## config.mk

```make
export PLATFORM = sky130hd
export DESIGN_NAME = alu_nibble_sequencer
export DESIGN_NICKNAME = d
export VERILOG_FILES = /design/src/rtl/alu_seq_pkg.sv /design/src/rtl/alu_settle_timer.sv /design/src/rtl/alu_nibble_sequencer.sv
export SDC_FILE = /design/constraint.sdc
export NUM_CORES = 1
export LEC_CHECK = 0
export BUFFER_PORTS_ARGS = -buffer_cell sky130_fd_sc_hd__clkbuf_2
export CORE_MARGIN = 8
export CORE_UTILIZATION = 40
export CTS_CLUSTER_DIAMETER = 50
export DETAILED_ROUTE_END_ITERATION = 6
export HOLD_SLACK_MARGIN = 0.15
export PLACE_DENSITY_LB_ADDON = 0.15
export SYNTH_ARGS = -nofsm -noshare
export SYNTH_HDL_FRONTEND = slang
export SYNTH_SLANG_ARGS = --single-unit
export TNS_END_PERCENT = 5
```

## constraint.sdc

```tcl
create_clock -name clk -period 4 [get_ports clk]
set_input_delay 0 -clock clk [delete_from_list [all_inputs] [get_ports clk]]
set_output_delay 0 -clock clk [all_outputs]
set_load 0.005 [all_outputs]
```

## src/rtl/alu_seq_pkg.sv

```systemverilog
// alu_seq_pkg: sequencer state encoding and 74181 select/mode codes for common operations
package alu_seq_pkg;
  typedef enum logic [1:0] {IDLE, RUN, DONE} state_t;
  typedef struct packed {
    logic [3:0] s;
    logic       m;
  } alu_op_t;
  localparam alu_op_t ALU_ADD = '{s: 4'b1001, m: 1'b0};
  localparam alu_op_t ALU_SUB = '{s: 4'b0110, m: 1'b0};
  localparam alu_op_t ALU_XOR = '{s: 4'b0110, m: 1'b1};
  localparam alu_op_t ALU_AND = '{s: 4'b1011, m: 1'b1};
endpackage

```

## src/rtl/alu_settle_timer.sv

```systemverilog
// alu_settle_timer: loadable down-counter that holds each nibble for N clocks
//  clk, reset_n : clock, async active-low reset
//  load         : reload with N-1 (start of a nibble)
//  en           : count down while nonzero
//  zero         : counter is 0, slice outputs may be sampled
module alu_settle_timer
  import alu_seq_pkg::*;
#(
  parameter int N = 2
) (
  input  logic clk,
  input  logic reset_n,
  input  logic load,
  input  logic en,
  output logic zero
);
  localparam int CW = N > 1 ? $clog2(N) : 1;
  logic [CW-1:0] cnt;
  always_ff @(posedge clk or negedge reset_n)
    if (!reset_n) cnt <= '0;
    else if (load) cnt <= CW'(N - 1);
    else if (en && cnt != '0) cnt <= cnt - 1'b1;
  assign zero = cnt == '0;
endmodule

```

## src/rtl/alu_nibble_sequencer.sv

```systemverilog
// alu_nibble_sequencer: runs a W-bit op through one 4-bit 74181 slice, LS nibble first
//  req_*  : request handshake (S, M, carry in, operands A/B)
//  rsp_*  : response handshake (F, carry out, zero, AND of slice A=B)
//  alu_*  : registered drive to the slice, and its F / CN4b / A=B returns
module alu_nibble_sequencer
  import alu_seq_pkg::*;
#(
  parameter int W             = 16,
  parameter int SETTLE_CYCLES = 2
) (
  input  logic         clk,
  input  logic         reset_n,
  input  logic         req_valid,
  output logic         req_ready,
  input  logic [3:0]   req_s,
  input  logic         req_m,
  input  logic         req_cin,
  input  logic [W-1:0] req_a,
  input  logic [W-1:0] req_b,
  output logic         rsp_valid,
  input  logic         rsp_ready,
  output logic [W-1:0] rsp_f,
  output logic         rsp_cout,
  output logic         rsp_zero,
  output logic         rsp_aeb,
  output logic [3:0]   alu_s,
  output logic         alu_m,
  output logic [3:0]   alu_a,
  output logic [3:0]   alu_b,
  output logic         alu_cnb,
  input  logic [3:0]   alu_f,
  input  logic         alu_cn4b,
  input  logic         alu_aeb
);
  localparam int NIB = W / 4;
  localparam int IW  = NIB > 1 ? $clog2(NIB) : 1;
  state_t         state_q, state_d;
  logic [3:0]     s_q;
  logic           m_q, carry_q, aeb_q;
  logic [W-1:0]   a_q, b_q, f_q;
  logic [IW-1:0]  idx;
  logic           accept, settled, sample, last;
  assign req_ready = state_q == IDLE;
  assign rsp_valid = state_q == DONE;
  assign accept    = req_ready && req_valid;
  assign sample    = state_q == RUN && settled;
  assign last      = idx == IW'(NIB - 1);
  alu_settle_timer #(.N(SETTLE_CYCLES)) u_timer (
    .clk    (clk),
    .reset_n(reset_n),
    .load   (accept || (sample && !last)),
    .en     (state_q == RUN),
    .zero   (settled)
  );
  always_ff @(posedge clk or negedge reset_n)
    if (!reset_n) state_q <= IDLE;
    else state_q <= state_d;
  // accept, final sample and response handshake are mutually exclusive by state
  always_comb begin
    state_d = state_q;
    if (accept) state_d = RUN;
    if (sample && last) state_d = DONE;
    if (rsp_valid && rsp_ready) state_d = IDLE;
  end
  always_ff @(posedge clk or negedge reset_n)
    if (!reset_n) begin
      s_q     <= '0;
      m_q     <= 1'b0;
      a_q     <= '0;
      b_q     <= '0;
      f_q     <= '0;
      carry_q <= 1'b0;
      aeb_q   <= 1'b1;
      idx     <= '0;
    end else if (accept) begin
      s_q     <= req_s;
      m_q     <= req_m;
      a_q     <= req_a;
      b_q     <= req_b;
      carry_q <= req_cin;
      aeb_q   <= 1'b1;
      idx     <= '0;
    end else if (sample) begin
      f_q[{idx, 2'b00} +: 4] <= alu_f;
      carry_q                <= ~alu_cn4b;
      aeb_q                  <= aeb_q & alu_aeb;
      if (!last) idx <= idx + 1'b1;
    end
  // slice inputs come straight from registers so they stay glitch-free per nibble
  assign alu_s    = s_q;
  assign alu_m    = m_q;
  assign alu_a    = a_q[{idx, 2'b00} +: 4];
  assign alu_b    = b_q[{idx, 2'b00} +: 4];
  assign alu_cnb  = ~carry_q;
  assign rsp_f    = f_q;
  assign rsp_cout = carry_q;
  assign rsp_aeb  = aeb_q;
  assign rsp_zero = f_q == '0;
endmodule

```

==> summary.txt <==
Synth
  • Top post-synthesis cells by area: dfrtp_1, mux2_2, mux4_2
  • Syn nets: 238
  • Register bit count reported by yosys: 60
  • Average cell area after synthesis: 14.9 um^2
  • Yosys warnings: 0
  • Post-Syn Instances: 185
  • Seq/Total Area, Yosys: 0.545
  • Top cell type by total area after synthesis: dfrtp_1
  • Mapped Area: 0.00276 mm^2
  • Synth top area share: 0.535
  • Cell variety after synth: 34

Setup path
  • CP required: 4.28 ns
  • Reg2reg path depth: 5
  • CP endpoint kind: flip-flop
  • Path type of the worst setup path: reg2reg
  • Flop-to-flop setup slack: 1.60 ns
  • Worst Path Arrival: 2.67 ns
  • Worst-path fanout max: 15
  • Critical path endpoint: rsp_f[13]
  • Crit-path cells: inv_1, ha_1, or3b_1, nor3_1, a22o_1
  • CP startpoint: idx[0]
  • Worst r2r dst: rsp_f[13]
  • Worst reg2reg startpoint: idx[0]
  • CP Launch Type: flip-flop
  • Slowest cell delay on critical path: 0.86 ns
  • Critical path's slowest cell: dfrtp_1

Layout
  • FILL cells: 560
  • Post-route cell area: 0.00387 mm^2
  • Inserted Diodes: 0
  • Share of post-route cells with drive strength above 1: 0.467
  • Fin cells: 403
  • P&R area growth vs syn: 40.3%
  • Final nets: 371

STA
  • Fmax: 417 MHz
  • Setup TNS: 0 ns
  • Setup WS post-layout: 1.60 ns
  • Final Cycle Share: 0.599
  • Slew Limit Headroom: 0.470
  • Period minus WS final: 2.40 ns
  • Unrepaired setup endpoints after global routing: no
  • Skew final: 0.0105 ns
  • Hold slack: 0.326 ns
  • Pins over their slew limit: 0
  • Pin slew with the least headroom to its limit: 0.795 ns
  • Number of hold violations in the final report: 0
  • Final setup fails: 0

Drt
  • DRT Pass-1 Iters: 4
  • Remaining DRCs: 0
  • ANT nets after route: 0
  • Drt wl/cell: 16.5 um
  • Via count: 2000
  • 1st-iter DRT viols: 65
  • Final WL: 6.65 mm
  • DR vias/cell: 4.96

Clocking
  • CTS tree: built
  • CTS Sinks: 60
  • Clock slew at reported path FFs: 0.07 ns
  • Clock Tree Root: clkbuf_8
  • Post-CTS Setup Inserts: 0
  • Clock Path Buffers: 2
  • CTS Buf Count: 9
  • CTS H-tree depth: 3
  • Clock Latency Late Sink: 0.34 ns

Floorplan
  • Vert. Die Dim: 99.0 um
  • Core area: 0.00672 mm^2
  • # IOs: 83
  • Width of the die: 99.0 um
  • Core Rows: 30
  • Initial Util: 0.410
  • DIE AREA: 0.00981 mm^2

Min path
  • Hold Crit Class: in2async

Power
  • Leakage power figure: 1.82 nW
  • Pwr Density: 724 mW/mm^2
  • Peak supply drop: 0.344 mV

Place
  • DP HPWL: 4.47 mm
  • PortBufs: 82
  • Placed instance count: 339
  • Setup WS pre-CTS: 1.59 ns
  • RD Place Congestion: 0.707
  • Placed inst area: 0.00320 mm^2

GRT
  • Grt total ovfl: 0
  • Vias in the first global route: 2213
  • Antenna violations before repair: 0
  • Largest net degree at the start of global routing: 50
  • First-pass GRT wire length: 11.5 mm
  • Total track usage: 0.149

Job
  • Max-Cap Viols: 0

Status
  • Run status: complete, no violations
==> worst max-delay path, delay by kind of cell (launching register included) <==
kind | cells | cell delay, ns
and+or+nand+nor | 2 | 0.63
DFF | 1 | 0.86
buffers and inverters | 1 | 0.27
adders and majority gates | 1 | 0.42
AOI/OAI and AO/OA | 1 | 0.16
==> per-layer routing <==
metal  vias up  track usage  wire length [um]
met5         -            0                 0
met4         0       0.0425                43
met3         6       0.0677               459
met2        54        0.236              3290
met1       982        0.178              2860
li1        958            -                 -
==> power by group <==
part | internal (mW) | switching (mW) | total, mW
Sequential | 0.899 | 0.259 | 1.16
Combinational | 0.680 | 0.424 | 1.10
Clock | 0.304 | 0.237 | 0.541
Total | 1.88 | 0.920 | 2.80
==> cells in the mapped netlist <==
cell type	instances
a21o_1	1
a21oi_1	1
a21oi_2	1
a22o_1	14
a22oi_1	1
and4_1	1
buf_2	1
buf_4	1
buf_6	6
clkbuf_1	2
dfrtp_1	59
dfstp_2	1
ha_1	5
inv_1	5
mux2_2	38
mux4_1	2
mux4_2	6
nand2_1	8
nand2b_1	2
nand4bb_1	3
nand4bb_4	1
nor2_1	5
nor2b_1	1
nor3_1	1
nor3b_1	2
nor3b_4	1
nor4_1	4
nor4_2	2
nor4_4	1
nor4b_4	1
o21a_1	1
o21ai_0	5
or2_2	1
or3b_1	1
==> worst min-delay path by stage <==
stage                    from          to  slack (ns)  depth (start not counted)
floorplan             reset_n      a_q[0]       -0.30                          0
global placement      reset_n    alu_s[3]       -0.10                          1
detailed placement    reset_n    alu_s[3]        -0.1                          1
CTS                   reset_n    rsp_f[4]        0.35                          3
global route        rsp_ready  state_q[1]        0.40                          3
finish                reset_n     b_q[14]        0.33                          3
==> cell usage in the layout, fill, tap and decap left out, drive strengths merged <==
master | synthesis | final
nand2 | 8 | 8
mux4 | 8 | 8
buf | 8 | 2
nor2 | 5 | 5
or2 | 1 | 1
and4 | 1 | 1
nor4b | 1 | 1
clkbuf | 2 | 94
mux2 | 38 | 38
ha | 5 | 5
inv | 5 | 5
bufinv | 0 | 1
a21oi | 2 | 2
o21ai | 5 | 5
nor4 | 7 | 7
dfstp | 1 | 1
nor3b | 3 | 3
dlygate4sd3 | 0 | 48
nand2b | 2 | 2
or3b | 1 | 1
clkinv | 0 | 3
nand4bb | 4 | 4
nor3 | 1 | 1
nor2b | 1 | 1
a22oi | 1 | 1
dfrtp | 59 | 59
o21a | 1 | 1
a22o | 14 | 14
a21o | 1 | 1
==> through the flow <==
stage,utilization,power (mW)
final,0.576,2.80
after global routing,0.576,3.02
after global placement,0.476,2.22
after detailed placement,0.476,2.25
after floorplan,-,1.85
after CTS,0.576,2.85
==> registers in the layout, indices dropped and copies added (netlist names) <==
| signal | flops |
|---|---|
| rsp_cout | 1 |
| rsp_aeb | 1 |
| a_q | 16 |
| rsp_f | 16 |
| alu_s | 4 |
| idx | 2 |
| alu_m | 1 |
| b_q | 16 |
| u_timer.cnt | 1 |
| state_q | 2 |
==> repair_timing <==
action,4_1_cts,5_1_grt
resized for setup,0,0
hold endpoints to repair,117,0
hold buffers,48,0
setup endpoints to repair,0,0
==> cell type report <==
cell class | instances | area (um^2) | share of cell area
clock buffers | 12 | 145 | 0.0375
flip-flops and latches | 60 | 1500 | 0.388
inverters | 5 | 18.8 | 0.00485
multi-input cells | 110 | 1150 | 0.297
clock inverters | 4 | 48.8 | 0.0126
repair buffers | 132 | 906 | 0.234
well taps | 80 | 100 | 0.0259
==> kinds of logic after synthesis <==
logic type      after synthesis  synth area share
mux                          46             0.223
flops                        60             0.545
compound gates               24            0.0667
simple gates                 35             0.104
fa+ha+maj                     5            0.0227
buf+inv                      15            0.0386
No activity file was read; power rests on OpenSTA's default activity.
